--- config.mk ---
export PLATFORM = sky130hd
export DESIGN_NAME = traffic_ctrl_nphase_flat
export DESIGN_NICKNAME = d
export VERILOG_FILES = /design/src/rtl/traffic_ctrl_nphase_if.sv /design/src/rtl/traffic_ctrl_nphase.sv /design/src/flat_wrapper.sv
export SDC_FILE = /design/constraint.sdc
export NUM_CORES = 1
export LEC_CHECK = 0
export ABC_CLOCK_PERIOD_IN_PS = 5350
export BUFFER_PORTS_ARGS = -buffer_cell sky130_fd_sc_hd__buf_2
export CORE_ASPECT_RATIO = 0.75
export CORE_MARGIN = 2
export CORE_UTILIZATION = 45
export DETAILED_ROUTE_END_ITERATION = 12
export GPL_TIMING_DRIVEN = 0
export PLACE_DENSITY_LB_ADDON = 0.08
export SYNTH_ARGS = -nofsm -noshare
export SYNTH_HDL_FRONTEND = slang
export SYNTH_SLANG_ARGS = --single-unit
--- constraint.sdc ---
create_clock -name clk -period 5.35 [get_ports clk]
set_input_delay 1.07 -clock clk [delete_from_list [all_inputs] [get_ports clk]]
set_output_delay 1.07 -clock clk [all_outputs]
set_load 0.005 [all_outputs]
--- src/rtl/traffic_ctrl_nphase_if.sv ---
`default_nettype none
// ============================================================================
// Module   : traffic_ctrl_nphase_if
// Brief    : Sensor/lamp bundle of the N-approach intersection controller.
// Revision : 1.0
// ============================================================================
interface traffic_ctrl_nphase_if #(
    parameter int NUM_APPR = 2
);
    logic [NUM_APPR-1:0]   sense;
    logic [3*NUM_APPR-1:0] light;
    logic [1:0]            cur_appr;
    logic [1:0]            phase;

    modport master (output sense, input light, input cur_appr, input phase);
    modport slave  (input sense, output light, output cur_appr, output phase);
endinterface
`default_nettype wire

--- src/rtl/traffic_ctrl_nphase.sv ---
`default_nettype none
// ============================================================================
// Module   : traffic_ctrl_nphase
// Brief    : N-approach sensor-driven intersection controller, main road rests
//            green; optional all-red clearance enabled by TRAFFIC_ALLRED_EN.
// Revision : 1.0
// ============================================================================
module traffic_ctrl_nphase #(
    parameter int NUM_APPR    = 2,
    parameter int CLK_HZ      = 50000000,
    parameter int GREEN_MIN_S = 10,
    parameter int GREEN_MAX_S = 20,
    parameter int YELLOW_S    = 3,
    parameter int ALLRED_S    = 1
) (
    input  logic                 clk,
    input  logic                 rst_n,
    traffic_ctrl_nphase_if.slave bus
);

    localparam int PRESC_W = (CLK_HZ > 1) ? $clog2(CLK_HZ) : 1;
    localparam int SEC_W   = $clog2(GREEN_MAX_S + YELLOW_S + ALLRED_S + 2);
    localparam logic [PRESC_W-1:0]    PRESC_TERM = PRESC_W'(CLK_HZ - 1);
    localparam logic [SEC_W-1:0]      SEC_SAT    = '1;
    localparam logic [3*NUM_APPR-1:0] LIGHT_RST  = {{(NUM_APPR-1){3'b100}}, 3'b001};

    typedef enum logic [1:0] {
        ST_GREEN  = 2'b00,
        ST_YELLOW = 2'b01,
        ST_ALLRED = 2'b10
    } state_t;

    state_t                state_q,    state_d;
    logic [1:0]            cur_appr_q, cur_appr_d;
    logic [1:0]            nxt_appr_q, nxt_appr_d;
    logic [NUM_APPR-1:0]   demand_q,   demand_d;
    logic [PRESC_W-1:0]    presc_q,    presc_d;
    logic [SEC_W-1:0]      sec_q,      sec_d;
    logic [3*NUM_APPR-1:0] light_q,    light_d;
    logic [1:0]            phase_q,    phase_d;

    logic tick;
    logic cur_sense;
    int   sec_inc;

    // Round-robin: first pending approach above 'from', otherwise the main road.
    function automatic logic [1:0] f_scan(input logic [1:0] from, input logic [NUM_APPR-1:0] dem);
        logic found;
        f_scan = 2'd0;
        found  = 1'b0;
        for (int j = 1; j < NUM_APPR; j++) begin
            if (!found && (2'(j) > from) && dem[j]) begin
                f_scan = 2'(j);
                found  = 1'b1;
            end
        end
    endfunction

    assign tick    = (presc_q == PRESC_TERM);
    assign sec_inc = int'(sec_q) + 1;

    always_comb begin
        cur_sense = 1'b0;
        for (int j = 1; j < NUM_APPR; j++) begin
            if (cur_appr_q == 2'(j)) cur_sense = bus.sense[j];
        end
    end

    always_comb begin
        state_d    = state_q;
        cur_appr_d = cur_appr_q;
        nxt_appr_d = nxt_appr_q;
        case (state_q)
            ST_GREEN: begin
                if (tick && (sec_inc >= GREEN_MIN_S)) begin
                    if ((cur_appr_q == 2'd0) ? (|demand_q)
                                             : (!cur_sense || (sec_inc >= GREEN_MAX_S))) begin
                        state_d    = ST_YELLOW;
                        nxt_appr_d = f_scan(cur_appr_q, demand_q);
                    end
                end
            end
            ST_YELLOW: begin
                if (tick && (sec_inc == YELLOW_S)) begin
`ifdef TRAFFIC_ALLRED_EN
                    state_d    = ST_ALLRED;
`else
                    state_d    = ST_GREEN;
                    cur_appr_d = nxt_appr_q;
`endif
                end
            end
`ifdef TRAFFIC_ALLRED_EN
            ST_ALLRED: begin
                if (tick && (sec_inc == ALLRED_S)) begin
                    state_d    = ST_GREEN;
                    cur_appr_d = nxt_appr_q;
                end
            end
`endif
            default: begin
                state_d    = ST_GREEN;
                cur_appr_d = 2'd0;
            end
        endcase
    end

    // Every interval restarts from zero on a state change so it spans whole seconds.
    always_comb begin
        presc_d = presc_q;
        sec_d   = sec_q;
        if (state_d != state_q) begin
            presc_d = '0;
            sec_d   = '0;
        end else if (tick) begin
            presc_d = '0;
            sec_d   = (sec_q == SEC_SAT) ? sec_q : sec_q + 1'b1;
        end else begin
            presc_d = presc_q + 1'b1;
        end
    end

    always_comb begin
        demand_d    = demand_q;
        demand_d[0] = 1'b0;
        for (int j = 1; j < NUM_APPR; j++) begin
            if ((state_d == ST_GREEN) && (state_q != ST_GREEN) && (cur_appr_d == 2'(j))) begin
                demand_d[j] = 1'b0;
            end else if (bus.sense[j] && !((state_q == ST_GREEN) && (cur_appr_q == 2'(j)))) begin
                demand_d[j] = 1'b1;
            end
        end
    end

    always_comb begin
        light_d = '0;
        for (int j = 0; j < NUM_APPR; j++) begin
            light_d[3*j +: 3] = 3'b100;
            if (cur_appr_d == 2'(j)) begin
                if (state_d == ST_GREEN)       light_d[3*j +: 3] = 3'b001;
                else if (state_d == ST_YELLOW) light_d[3*j +: 3] = 3'b010;
            end
        end
        phase_d = state_d;
    end

    always_ff @(posedge clk or negedge rst_n) begin
        if (!rst_n) begin
            state_q    <= ST_GREEN;
            cur_appr_q <= 2'd0;
            nxt_appr_q <= 2'd0;
            demand_q   <= '0;
            presc_q    <= '0;
            sec_q      <= '0;
            light_q    <= LIGHT_RST;
            phase_q    <= 2'b00;
        end else begin
            state_q    <= state_d;
            cur_appr_q <= cur_appr_d;
            nxt_appr_q <= nxt_appr_d;
            demand_q   <= demand_d;
            presc_q    <= presc_d;
            sec_q      <= sec_d;
            light_q    <= light_d;
            phase_q    <= phase_d;
        end
    end

    assign bus.light    = light_q;
    assign bus.cur_appr = cur_appr_q;
    assign bus.phase    = phase_q;

endmodule
`default_nettype wire

--- src/flat_wrapper.sv ---
// flat-port wrapper written by rule: the top's interface ports become plain ports
module traffic_ctrl_nphase_flat 
#(
    parameter int NUM_APPR    = 2,
    parameter int CLK_HZ      = 50000000,
    parameter int GREEN_MIN_S = 10,
    parameter int GREEN_MAX_S = 20,
    parameter int YELLOW_S    = 3,
    parameter int ALLRED_S    = 1
)
  (clk, rst_n, bus_sense, bus_light, bus_cur_appr, bus_phase);
  traffic_ctrl_nphase_if #(.NUM_APPR(NUM_APPR)) bus_i ();
  input  logic clk;
  input  logic rst_n;
  input wire logic [$bits(bus_i.sense)-1:0] bus_sense;
  output wire logic [$bits(bus_i.light)-1:0] bus_light;
  output wire logic [$bits(bus_i.cur_appr)-1:0] bus_cur_appr;
  output wire logic [$bits(bus_i.phase)-1:0] bus_phase;
  assign bus_i.sense = bus_sense;
  assign bus_light = bus_i.light;
  assign bus_cur_appr = bus_i.cur_appr;
  assign bus_phase = bus_i.phase;
  traffic_ctrl_nphase #(.NUM_APPR(NUM_APPR), .CLK_HZ(CLK_HZ), .GREEN_MIN_S(GREEN_MIN_S), .GREEN_MAX_S(GREEN_MAX_S), .YELLOW_S(YELLOW_S), .ALLRED_S(ALLRED_S)) u_core (.clk(clk), .rst_n(rst_n), .bus(bus_i));
endmodule
* Yosys cells after proc, flatten, opt, wreduce, memory -nomap -nowiden
Cells that the tools add are included.
Word-level totals: flip-flop bits (word level) 44, input port bits 4, output and inout port bits 10, word-level logic and storage cells 61
Cells by class: add/subtract/negate cells 3, $lt $le $gt $ge 3, eq/ne operators 9, muxes and demuxes 20, reduce and logical (&&, ||, !) cells 19
Operators by type and width (count):
- 26-bit 2-to-1 mux | 2
- 32-bit by 3-bit equality test with 1-bit output (second input constant) | 1
- 32-bit by 5-bit greater-or-equal comparator with 1-bit output (second input constant) | 1
- 32-bit by 6-bit greater-or-equal comparator with 1-bit output (second input constant) | 1
- 26-bit by 1-bit adder with 26-bit output (second input constant) | 1
- 26-bit equality test (second input constant) | 1
- 5-bit 2-to-1 mux | 3
- 3-bit 2-to-1 mux | 4
- 2-bit by 1-bit equality test with 1-bit output (second input constant) | 4
- 2-bit zero test | 4
- 2-bit 2-to-1 mux | 4
- 2-bit one-hot mux with 2 select lines | 2
- 1-bit logical AND | 7
- 5-bit by 1-bit adder with 6-bit output (second input constant) | 1
- 2-bit nonzero test | 3
- 5-bit by 1-bit adder with 5-bit output (second input constant) | 1
- 5-bit equality test (second input constant) | 1
- 1-bit 2-to-1 mux | 5
- 3-bit AND reduction | 1
- 1-bit by 2-bit > comparator with 1-bit output (first input constant) | 1
- 1-bit zero test | 2
- 2-bit by 1-bit != test with 1-bit output (second input constant) | 1
- 2-bit != test | 1
- 2-bit AND reduction | 1
- 1-bit logical OR | 1

* Logic depth before layout (Yosys ltp)
Gate-level depths: netlist of the first run.
depth in word-level cells 12, mapped depth 11, gate-level depth less buffers 11

* Worst setup path before layout of the first run
No wires, ideal clock.
path kind register -> register, start register u_core.sec_q[0], end register u_core.light_q[5] (netlist: u_core.bus.light[5]), setup time 0.084 ns, data arrival time 2.325 ns, required time 5.266 ns, setup slack 2.940 ns, cell stages (with the launch flop) 12, buffers on the path 0, clock period less this slack 2.410 ns, cells stage by stage dfrtp_1 -> ha_1 -> and2_1 -> nand2_1 -> inv_1 -> ha_1 -> nor2b_1 -> o21ai_0 -> a211oi_1 -> and4_1 -> a21oi_1 -> or2_2
On the way: longest elaborated chain between the ends 11, elaborated cells between the ends (all ways) 20, classes of those cells 1 x add/sub; 2 x order compare; 3 x eq/ne; 10 x mux; 4 x reduce/logical
Ends and longest elaborated chain:
- start, declared | RTL line traffic_ctrl_nphase.sv:38 | logic [SEC_W-1:0] sec_q, sec_d;
- start signal, assigned | RTL line traffic_ctrl_nphase.sv:154 | sec_q <= '0;
- start signal, assigned | RTL line traffic_ctrl_nphase.sv:163 | sec_q <= sec_d;
- 5-bit by 1-bit adder with 6-bit output (*) | RTL line traffic_ctrl_nphase.sv:60 | assign sec_inc = int'(sec_q) + 1;
- 32-bit by 6-bit greater-or-equal comparator with 1-bit output | RTL line traffic_ctrl_nphase.sv:77 | : (!cur_sense || (sec_inc >= GREEN_MAX_S))) begin
- 1-bit logical OR | RTL line traffic_ctrl_nphase.sv:77
- 1-bit 2-to-1 mux | RTL line traffic_ctrl_nphase.sv:76 | if ((cur_appr_q == 2'd0) ? (|demand_q)
- 2-bit 2-to-1 mux | RTL line traffic_ctrl_nphase.sv:76
- 2-bit 2-to-1 mux | RTL line traffic_ctrl_nphase.sv:75 | if (tick && (sec_inc >= GREEN_MIN_S)) begin
- 2-bit one-hot mux with 2 select lines | RTL line traffic_ctrl_nphase.sv:73 | case (state_q)
- 2-bit by 1-bit equality test with 1-bit output | RTL line traffic_ctrl_nphase.sv:141 | else if (state_d == ST_YELLOW) light_d[3*j +: 3] = 3'b010;
- 3-bit 2-to-1 mux | RTL line traffic_ctrl_nphase.sv:141
- 3-bit 2-to-1 mux | RTL line traffic_ctrl_nphase.sv:140 | if (state_d == ST_GREEN) light_d[3*j +: 3] = 3'b001;
- 3-bit 2-to-1 mux (*) | RTL line traffic_ctrl_nphase.sv:139 | if (cur_appr_d == 2'(j)) begin
- net u_core.light_d[5] | RTL line traffic_ctrl_nphase.sv:39 | logic [3*NUM_APPR-1:0] light_q, light_d;
- end signal, assigned | RTL line traffic_ctrl_nphase.sv:164 | light_q <= light_d;
- end, declared | RTL line traffic_ctrl_nphase.sv:39
The timed path passes the listed nets; every way through them passes the cells marked *. A chain may end at the register's enable or synchronous reset.

* Final worst setup path of the first run
Same ends and word-level chain as after synthesis.

==> impl_metrics.py, run 1 <==
metrics = {
    "outcome": {
        "status": "completed",
    },
    "synthesis": {
        "synthMuxAreaShare_pct": 0.940,
        "synth_enable_flop_cells": 0,
        "synth_cells": 241,
        "synth-xor-area-share_pct": 9.29,
        "synth_area_mm2": 0.00226,
        "ys.flop_type": "dfrtp_1",
        "synth-simple-area-share_pct": 28.5,
        "synth_nets": 250,
        "synth_adder_area_share_pct": 2.77,
        "synth_top_family_by_area": "simple AND/OR/NAND/NOR gates",
        "ys_warn_count": 0,
        "synth_compound_area_share_pct": 8.35,
        "synthArstFlopShare_pct": 100,
        "ys_types": 41,
        "syn_avg_cell_area_um2": 9.39,
        "yosysSeqAreaShare_pct": 47.7,
        "ys_ff_latch": 43,
    },
    "global_route": {
        "grt_use_total_pct": 18.7,
        "grt_pass1_vias": 1677,
        "antenna_found_initial": 0,
        "grt_max_degree": 44,
        "grt_pass1_wl_um": 8140,
        "grt.overflow.total": 0,
    },
    "sta": {
        "fmax_mhz": 358,
        "skew_ns": 0.00744,
        "setup_viol": 0,
        "finalSetupTns_ns": 0,
        "slew_violations": 0,
        "max-slew-margin-rel_pct": 37.0,
        "grt_setup_unrepaired": "no",
        "layout_min_cycle_time_ns": 2.79,
        "worst_slew_pin_slew_ns": 0.946,
        "hold_viol": 0,
        "fin_crit_sh_pct": 52.2,
    },
    "worst_setup_path": {
        "required_ns": 5.57,
        "start_kind": "register",
        "reg2reg_setup_slack_ns": 2.56,
        "worstReg2RegStart": "u_core.sec_q[0]$_DFFE_PN0P_",
        "crit_type": "register to register",
        "worstPathArrival_ns": 3.02,
        "r2r_cells": 11,
        "path_max_fanout": 6,
        "setup.worst_path.start": "u_core.sec_q[0]$_DFFE_PN0P_",
        "rr_endpoint": "u_core.bus.light[5]$_DFF_PN1_",
        "end_kind": "register",
        "endpoint": "u_core.bus.light[5]$_DFF_PN1_",
    },
    "drt": {
        "drt-pass1-iter-count": 6,
        "ant_nets": 0,
        "drc_errors": 0,
        "routed_wl_um": 4610,
        "first_iter_violations": 89,
        "vias_per_cell": 5.43,
        "via_count": 1742,
        "wl_per_cell_um": 14.4,
    },
    "clocking": {
        "cts-hold-fix-buffers": 0,
        "root_buffer": "clkbuf_8",
        "cts_sinks": 43,
        "cts_tree": "yes",
        "htreeDepth": 2,
        "cts_buffers": 5,
        "cts_resized": 0,
        "insertion_delay_ns": 0.29,
        "cts_buffer_depth": 2,
        "path_clk_slew_ns": 0.08,
        "cts_setup_buffers": 0,
    },
    "cells_and_area": {
        "drive_above_1_share_pct": 10.7,
        "final_cell_area_mm2": 0.00248,
        "regArea_mm2": 0.00108,
        "num_antenna_cells": 0,
        "fillCellCount": 469,
        "area_growth_pct": 9.51,
        "utilization_pct": 50.8,
        "num-nets-final": 269,
        "multi_input_area_mm2": 0.00113,
    },
    "place": {
        "gp_congestion": 0.851,
        "io_buffer_count": 12,
        "place_area_mm2": 0.00240,
        "place_hpwl_um": 3270,
    },
    "die": {
        "core_area_mm2": 0.00487,
        "rows": 22,
        "floorplan.die_area_mm2": 0.00562,
        "dieWidth_um": 85.9,
        "initial_utilization_pct": 46.4,
        "ioPinCount": 14,
        "die_h_um": 65.4,
    },
    "hold_path": {
        "hp-class": "register to register",
    },
    "power": {
        "peakVddDrop_v": 0.000143,
        "leakagePower_nw": 1.09,
        "cellPowerDensity_mw_per_mm2": 220,
    },
    "job": {
        "cap_violations": 0,
    },
}
## critical path: stages (launching register included)
cell and delay (ns):
dfrtp_1 0.44, ha_1 0.27, and2_1 0.18, nand2_1 0.09, inv_1 0.05, ha_1 0.32, nor2b_1 0.11, o21ai_0 0.08
a211oi_1 0.44, and4_1 0.40, a21oi_1 0.06, or2_2 0.28
## metrics by stage
step	hold slack, ns	instances	setup slack [ns]	total power, mW
2_1_floorplan	0.433	241	2.94	0.342
3_3_place_gp	0.448	313	2.56	0.354
3_5_place_dp	0.469	313	2.60	0.354
4_1_cts	0.479	321	2.57	0.556
5_1_grt	0.500	321	2.32	0.573
6_report	0.471	321	2.56	0.545
## routing by layer
layer  share of wire (%)  wire length, um  global-route usage [%]
met3                 4.2              196                    4.52
met4                 1.3               62                    6.94
met5                   0                0                       0
met2                  40             1820                    25.4
met1                  55             2530                    28.4
## cells in the mapped netlist, drive strengths merged, types with 3 or more instances
master  count  area, um^2
inv         6        22.5
xor2       17         149
nand3      14        70.1
a211oi      3        22.5
or3         4        25.0
ha          5        62.6
and3        9        56.3
nand2      22        82.6
and4        3        26.3
o21ai       7        35.0
nor4        4        46.3
nor3        9        45.0
clkbuf      5        18.8
nor2       33         124
or2         3        21.3
xnor2       7        61.3
nand4       7        43.8
nor2b       6        37.5
dfrtp      41        1030
a21oi      14        70.1
## cell families after synthesis
| group | after synthesis |
|---|---|
| AND/OR/NAND/NOR | 122 |
| flip-flops | 43 |
| AO/OA/AOI/OAI | 31 |
| XOR/XNOR | 24 |
| buffers and inverters | 13 |
| adder cells (fa/ha/maj) | 5 |
| multiplexers | 2 |
| other | 1 |
## worst min path at each step
stage	start	end	slack, ns	cells past startpoint
floorplan	u_core.presc_q[0]$_DFF_PN0_	u_core.presc_q[0]$_DFF_PN0_	0.43	1
global placement	u_core.presc_q[0]$_DFF_PN0_	u_core.presc_q[0]$_DFF_PN0_	0.45	1
detailed placement	u_core.presc_q[0]$_DFF_PN0_	u_core.presc_q[0]$_DFF_PN0_	0.47	1
CTS	u_core.presc_q[0]$_DFF_PN0_	u_core.presc_q[0]$_DFF_PN0_	0.48	1
global route	u_core.presc_q[0]$_DFF_PN0_	u_core.presc_q[0]$_DFF_PN0_	0.50	1
finish	u_core.presc_q[0]$_DFF_PN0_	u_core.presc_q[0]$_DFF_PN0_	0.47	1
## sequential cells by signal (all words and copies together) (netlist names)
| signal | flops |
|---|---|
| u_core.state_q | 2 |
| u_core.bus.light | 6 |
| u_core.bus.cur_appr | 2 |
| u_core.presc_q | 26 |
| u_core.demand_q | 1 |
| u_core.sec_q | 5 |
| u_core.nxt_appr_q | 1 |
## cell usage in the layout (no fill, tap or decap), drive strengths merged, types with 2 or more instances in the layout
master | synthesis | final
nor2 | 33 | 33
or2 | 3 | 3
and3 | 9 | 9
clkbuf | 5 | 13
xnor2 | 7 | 7
inv | 6 | 6
or3 | 4 | 4
nand3 | 14 | 14
nor4b | 2 | 2
nor3 | 9 | 9
nand4 | 7 | 7
o21ai | 7 | 7
a211oi | 3 | 3
xor2 | 17 | 17
ha | 5 | 5
and4 | 3 | 3
nand2 | 22 | 22
buf | 2 | 14
dfstp | 2 | 2
nor2b | 6 | 6
a21oi | 14 | 14
and2 | 2 | 2
dfrtp | 41 | 41
nor4 | 4 | 4
## power by group
group	switching, mW	leakage (nW)	internal [mW]
sequential	0.00248	0.579	0.327
clock	0.106	0.0395	0.0928
combinational	0.0133	0.467	0.00361
## area by class of cell
| class | instances | share of cell area [%] |
|---|---|---|
| sequential | 43 | 43.5 |
| timing repair buffer | 12 | 2.42 |
| multi-input combinational | 185 | 45.7 |
| buffer | 7 | 1.16 |
| clock buffer | 8 | 3.23 |
| inverter | 6 | 0.909 |
| tap | 60 | 3.03 |
Note: power is estimated with default switching activity, not from simulation.
==> inputs of run 2 (changes only) <==
--- a/config.mk
+++ b/config.mk
@@ -5,7 +5,7 @@
 export SDC_FILE = /design/constraint.sdc
 export NUM_CORES = 1
 export LEC_CHECK = 0
-export ABC_CLOCK_PERIOD_IN_PS = 5350
+export ABC_CLOCK_PERIOD_IN_PS = 2300
 export BUFFER_PORTS_ARGS = -buffer_cell sky130_fd_sc_hd__buf_2
 export CORE_ASPECT_RATIO = 0.75
 export CORE_MARGIN = 2
==> constraint.sdc (replaced) <==
create_clock -name clk -period 2.3 [get_ports clk]
set_input_delay 0.46 -clock clk [delete_from_list [all_inputs] [get_ports clk]]
set_output_delay 0.46 -clock clk [all_outputs]
set_load 0.005 [all_outputs]
==> run 2 against run 1 <==
  * The flow now finishes with violations (design-rule violations)
  * Largest power group unchanged
  * Routed wire length is 2.8% higher
  * Clock skew barely moved
  * Critical path depth shrank 5
  * First-iteration DRC count down 24%
  * Hold slack worse by 0.17 ns
  * Sequential power is 130% higher
  * Clock power increased to 2.6 times the previous value
  * Power is 140% higher
  * Worst setup slack got worse by 2.5 ns
  * Die area is the same
  * Count of clock-buffer cells in the layout unchanged
  * Global-route usage increased by 0.066 points
==> impl_metrics.py, run 2 (synthesized netlist as in run 1, its figures left out) <==
metrics = {
    "worst_setup_path": {
        "rr_endpoint": "u_core.nxt_appr_q[0]$_DFFE_PN0P_",
        "timing.critical_path.cells": "nor4b_4, nand2_1, or4_4, nor4_4, o21ai_0, o21bai_1",
        "worstReg2RegStart": "u_core.presc_q[18]$_DFF_PN0_",
        "start_kind": "register",
        "r2r_cells": 6,
        "reg2reg_setup_slack_ns": 0.01,
        "end_kind": "register",
        "path_max_fanout": 7,
        "worstPathArrival_ns": 2.47,
        "cp_slowest_cell": "or4_4",
        "required_ns": 2.48,
        "crit_type": "register to register",
        "cp_slowest_stage_delay_ns": 0.57,
    },
    "die": {
        "die_h_um": 65.4,
        "ioPinCount": 14,
        "core_area_mm2": 0.00487,
        "dieWidth_um": 85.9,
        "floorplan.die_area_mm2": 0.00562,
        "rows": 22,
        "initial_utilization_pct": 46.4,
    },
    "sta": {
        "slew_violations": 0,
        "finalSetupTns_ns": 0,
        "hold_viol": 0,
        "hold_ws_ns": 0.303,
        "fmax_mhz": 437,
        "setup_viol": 0,
        "max-slew-margin-rel_pct": 37.1,
        "skew_ns": 0.00734,
        "grt_setup_unrepaired": "yes",
        "fin_crit_sh_pct": 99.6,
        "layout_min_cycle_time_ns": 2.29,
        "setup_ws_ns": 0.00983,
        "worst_slew_pin_slew_ns": 0.944,
    },
    "drt": {
        "ant_nets": 0,
        "routed_wl_um": 4740,
        "via_count": 1787,
        "wl_per_cell_um": 14.2,
        "drc_errors": 4,
        "first_iter_violations": 68,
        "drt-pass1-iter-count": 9,
        "vias_per_cell": 5.35,
    },
    "clocking": {
        "cts_sinks": 43,
        "insertion_delay_ns": 0.29,
        "cts-hold-fix-buffers": 0,
        "cts_tree": "yes",
        "cts_buffers": 5,
        "cts_buffer_depth": 2,
        "path_clk_slew_ns": 0.08,
        "htreeDepth": 2,
        "root_buffer": "clkbuf_8",
    },
    "hold_path": {
        "hp-class": "input pin to async pin",
    },
    "power": {
        "peakVddDrop_v": 0.000278,
        "leakagePower_nw": 1.18,
        "cellPowerDensity_mw_per_mm2": 485,
    },
    "job": {
        "cap_violations": 0,
    },
    "place": {
        "dp.cells": 313,
        "place_hpwl_um": 3190,
        "io_buffer_count": 12,
        "dp_slack_ns": -0.270,
        "gp_congestion": 0.799,
        "place_area_mm2": 0.00242,
    },
    "cells_and_area": {
        "layout_commonest_cell": "dfrtp_1",
        "largest_register_ffs": 26,
        "num_antenna_cells": 0,
        "regMostFlops": "u_core.presc_q",
        "area_growth_pct": 21.3,
        "num-nets-final": 282,
        "final_cell_area_mm2": 0.00275,
        "final_cell_mix": "35 x dfrtp_1, 33 x nor2_1, 20 x nand2_1, 17 x xor2_1, 14 x buf_4",
        "drive_above_1_share_pct": 25.2,
        "instances_no_fill": 334,
    },
    "global_route": {
        "grt_pass1_vias": 1677,
        "grt.overflow.total": 0,
        "grt_use_total_pct": 18.7,
        "grt_pass1_wl_um": 8120,
        "grt_max_degree": 44,
        "antenna_found_initial": 0,
    },
    "outcome": {
        "violations": "design-rule violations",
        "status": "finished with violations",
    },
}
[run 2: changes by cell type in the layout (fill, tap and decap cells not counted), sizes merged]
cell | before | now
clkbuf | 13 | 14
buf | 14 | 26
[run 2: how the worst max path moves through the flow]
stage	from	endpoint	slack, ns
2_1_floorplan	u_core.sec_q[0]$_DFFE_PN0P_	u_core.bus.light[5]$_DFF_PN1_	0.006
3_3_place_gp	u_core.sec_q[1]$_DFFE_PN0P_	u_core.sec_q[1]$_DFFE_PN0P_	-0.24
3_5_place_dp	u_core.sec_q[0]$_DFFE_PN0P_	u_core.sec_q[0]$_DFFE_PN0P_	-0.27
4_1_cts	u_core.sec_q[1]$_DFFE_PN0P_	u_core.bus.light[5]$_DFF_PN1_	0.01
5_1_grt	u_core.sec_q[1]$_DFFE_PN0P_	u_core.sec_q[2]$_DFFE_PN0P_	-0.05
6_report	u_core.presc_q[18]$_DFF_PN0_	u_core.nxt_appr_q[0]$_DFFE_PN0P_	0.01
[run 2: cell type report]
| cell class | instances | area [um^2] |
|---|---|---|
| Timing Repair Buffer | 26 | 165 |
| Tap cell | 60 | 75.1 |
| Multi-Input combinational cell | 185 | 1270 |
| Inverter | 6 | 22.5 |
| Sequential cell | 43 | 1090 |
| Fill cell | 471 | 2130 |
| Buffer | 6 | 30.0 |
| Clock buffer | 8 | 100 |
[run 2: where the power goes]
part	total (mW)	switching, mW	leakage (nW)	internal (mW)
Sequential	0.766	0.00584	0.569	0.761
Combinational	0.0404	0.0309	0.560	0.00944
Clock	0.524	0.249	0.0515	0.274
Total	1.33	0.286	1.18	1.04
[run 2: through the flow]
step / utilization, % / total power [mW]
after global placement: 49.6 / 0.821
after CTS: 53.2 / 1.35
after floorplan: - / 0.796
after detailed placement: 49.6 / 0.821
final: 56.3 / 1.33
after global routing: 56.3 / 1.40
[run 2: what timing repair did]
action | 4_1_cts | 5_1_grt
setup buffers | 5 | 9
setup endpoints to repair | 13 | 35
resized for setup | 6 | 24
pin swaps | 4 | 11
[run 2: critical path: cells and delay by family (launching register included)]
family | cells | cell delay [ns]
AND/OR/NAND/NOR | 4 | 1.40
AO/OA/AOI/OAI | 2 | 0.31
flip-flops | 1 | 0.48
[run 2: metal layers]
metal / vias up / GRT usage [%] / wire length (um)
met4: 0 / 7.34 / 61
met3: 7 / 4.15 / 155
met1: 850 / 29.1 / 2580
met2: 26 / 24.9 / 1940
li1: 904 / - / -
met5: - / 0 / 0
==> inputs of run 3 (changes only) <==
--- a/config.mk
+++ b/config.mk
@@ -5,7 +5,7 @@
 export SDC_FILE = /design/constraint.sdc
 export NUM_CORES = 1
 export LEC_CHECK = 0
-export ABC_CLOCK_PERIOD_IN_PS = 2300
+export ABC_CLOCK_PERIOD_IN_PS = 2800
 export BUFFER_PORTS_ARGS = -buffer_cell sky130_fd_sc_hd__buf_2
 export CORE_ASPECT_RATIO = 0.75
 export CORE_MARGIN = 2
==> constraint.sdc (replaced) <==
create_clock -name clk -period 2.8 [get_ports clk]
set_input_delay 0.56 -clock clk [delete_from_list [all_inputs] [get_ports clk]]
set_output_delay 0.56 -clock clk [all_outputs]
set_load 0.005 [all_outputs]
==> run 3 against run 2 <==
  * The run now ends clean
  * Core utilization down 5.2 points
  * Die area unchanged
  * Combinational power down 20%
  * Worst setup slack better by 0.21 ns
  * Critical endpoint is now u_core.bus.light[5]$_DFF_PN1_
==> impl_metrics.py, run 3 (synthesized netlist as in run 1, its figures left out) <==
metrics = {
    "sta": {
        "hold_ws_ns": 0.411,
        "layout_min_cycle_time_ns": 2.58,
        "slew_violations": 0,
        "worst_slew_pin_slew_ns": 0.958,
        "skew_ns": 0.00579,
        "fmax_mhz": 388,
        "fin_crit_sh_pct": 92.1,
        "grt_setup_unrepaired": "no",
        "hold_viol": 0,
        "setup_viol": 0,
        "max-slew-margin-rel_pct": 36.1,
        "finalSetupTns_ns": 0,
    },
    "drt": {
        "wl_met3_um": 202,
        "drt-pass1-iter-count": 6,
        "drc_errors": 0,
        "routed_wl_um": 4630,
        "wl_met1_um": 2500,
        "ant_nets": 0,
        "top_layer": "met4",
        "vias_per_cell": 5.45,
        "wl_per_cell_um": 14.4,
        "via_count": 1748,
        "wl_met2_um": 1850,
        "first_iter_violations": 73,
    },
    "cells_and_area": {
        "final_cell_mix": "40 x dfrtp_1, 33 x nor2_1, 22 x nand2_1, 17 x xor2_1",
        "regMostFlops": "u_core.presc_q",
        "fillCellCount": 470,
        "num_antenna_cells": 0,
        "drive_above_1_share_pct": 12.6,
        "layout_commonest_cell": "dfrtp_1",
        "area_growth_pct": 10.2,
        "largest_register_ffs": 26,
        "num-nets-final": 269,
    },
    "global_route": {
        "grt_use_total_pct": 18.7,
        "antenna_found_initial": 0,
        "grt_pass1_vias": 1677,
        "grt_max_degree": 44,
        "grt.overflow.total": 0,
        "grt_pass1_wl_um": 8140,
    },
    "clocking": {
        "htreeDepth": 2,
        "cts_buffers": 5,
        "root_buffer": "clkbuf_8",
        "cts_setup_buffers": 0,
        "cts_sinks": 43,
        "cts_buffer_depth": 2,
        "cts-hold-fix-buffers": 0,
        "path_clk_slew_ns": 0.08,
        "cts_resized": 0,
        "insertion_delay_ns": 0.29,
        "cts_tree": "yes",
    },
    "die": {
        "dieWidth_um": 85.9,
        "ioPinCount": 14,
        "rows": 22,
        "floorplan.die_area_mm2": 0.00562,
        "core_area_mm2": 0.00487,
        "initial_utilization_pct": 46.4,
        "die_h_um": 65.4,
    },
    "place": {
        "io_buffer_count": 12,
        "gp_congestion": 0.851,
        "place_hpwl_um": 3270,
    },
    "worst_setup_path": {
        "crit_type": "register to register",
        "start_kind": "register",
        "r2r_cells": 11,
        "end_kind": "register",
        "worstPathArrival_ns": 2.80,
        "path_max_fanout": 6,
        "required_ns": 3.02,
        "rr_endpoint": "u_core.bus.light[5]$_DFF_PN1_",
        "setup.worst_path.start": "u_core.sec_q[0]$_DFFE_PN0P_",
        "reg2reg_setup_slack_ns": 0.22,
        "worstReg2RegStart": "u_core.sec_q[0]$_DFFE_PN0P_",
    },
    "hold_path": {
        "hp-class": "input pin to async pin",
    },
    "outcome": {
        "status": "completed",
    },
    "power": {
        "peakVddDrop_v": 0.000273,
        "leakagePower_nw": 1.08,
        "cellPowerDensity_mw_per_mm2": 417,
    },
    "job": {
        "cap_violations": 0,
    },
}
[run 3: layer usage]
layer,global-route usage (%),vias up
met3,4.52,9
met5,0,-
met4,6.94,0
li1,-,875
met1,28.4,828
met2,25.4,36
[run 3: report_power, final]
part	leakage [nW]	total (mW)	switching [mW]	internal [mW]
clock network	0.0395	0.378	0.201	0.177
logic	0.465	0.0325	0.0256	0.00690
registers	0.577	0.630	0.00477	0.625
total	1.08	1.04	0.232	0.809
[run 3: stage by stage]
step	power (mW)	utilization, %	worst slack [ns]	instances	instance area, um^2
floorplan	0.654	-	0.390	241	2260
global placement	0.676	49.2	0.0139	313	2400
detailed placement	0.676	49.2	0.0466	313	2400
CTS	1.06	50.8	0.0151	321	2480
global route	1.09	51.2	0.0255	321	2490
finish	1.04	51.2	0.222	321	2490
[run 3: area by class of cell]
class | instances | area, um^2 | share of cell area [%]
Buffer | 7 | 28.8 | 1.15
Timing Repair Buffer | 12 | 60.1 | 2.41
Multi-Input combinational cell | 185 | 1150 | 46.0
Clock buffer | 8 | 80.1 | 3.21
Tap cell | 60 | 75.1 | 3.01
Sequential cell | 43 | 1080 | 43.3
Inverter | 6 | 22.5 | 0.904
[run 3: critical path: stages, from the launching register on]
cell,delay [ns]
dfrtp_2,0.45
ha_2,0.22
and2_1,0.17
nand2_1,0.09
inv_1,0.05
ha_1,0.32
nor2b_1,0.11
o21ai_0,0.10
a211oi_2,0.35
and4_4,0.32
a21oi_1,0.05
or2_2,0.28
[run 3: worst max path at each step]
stage / cells past startpoint / end / slack [ns]
4_1_cts: 11 / u_core.bus.light[5]$_DFF_PN1_ / 0.02
3_3_place_gp: 11 / u_core.bus.light[5]$_DFF_PN1_ / 0.01
6_report: 11 / u_core.bus.light[5]$_DFF_PN1_ / 0.22
5_1_grt: 11 / u_core.bus.light[2]$_DFF_PN0_ / 0.03
2_1_floorplan: 11 / u_core.bus.light[5]$_DFF_PN1_ / 0.39
3_5_place_dp: 11 / u_core.bus.light[5]$_DFF_PN1_ / 0.05
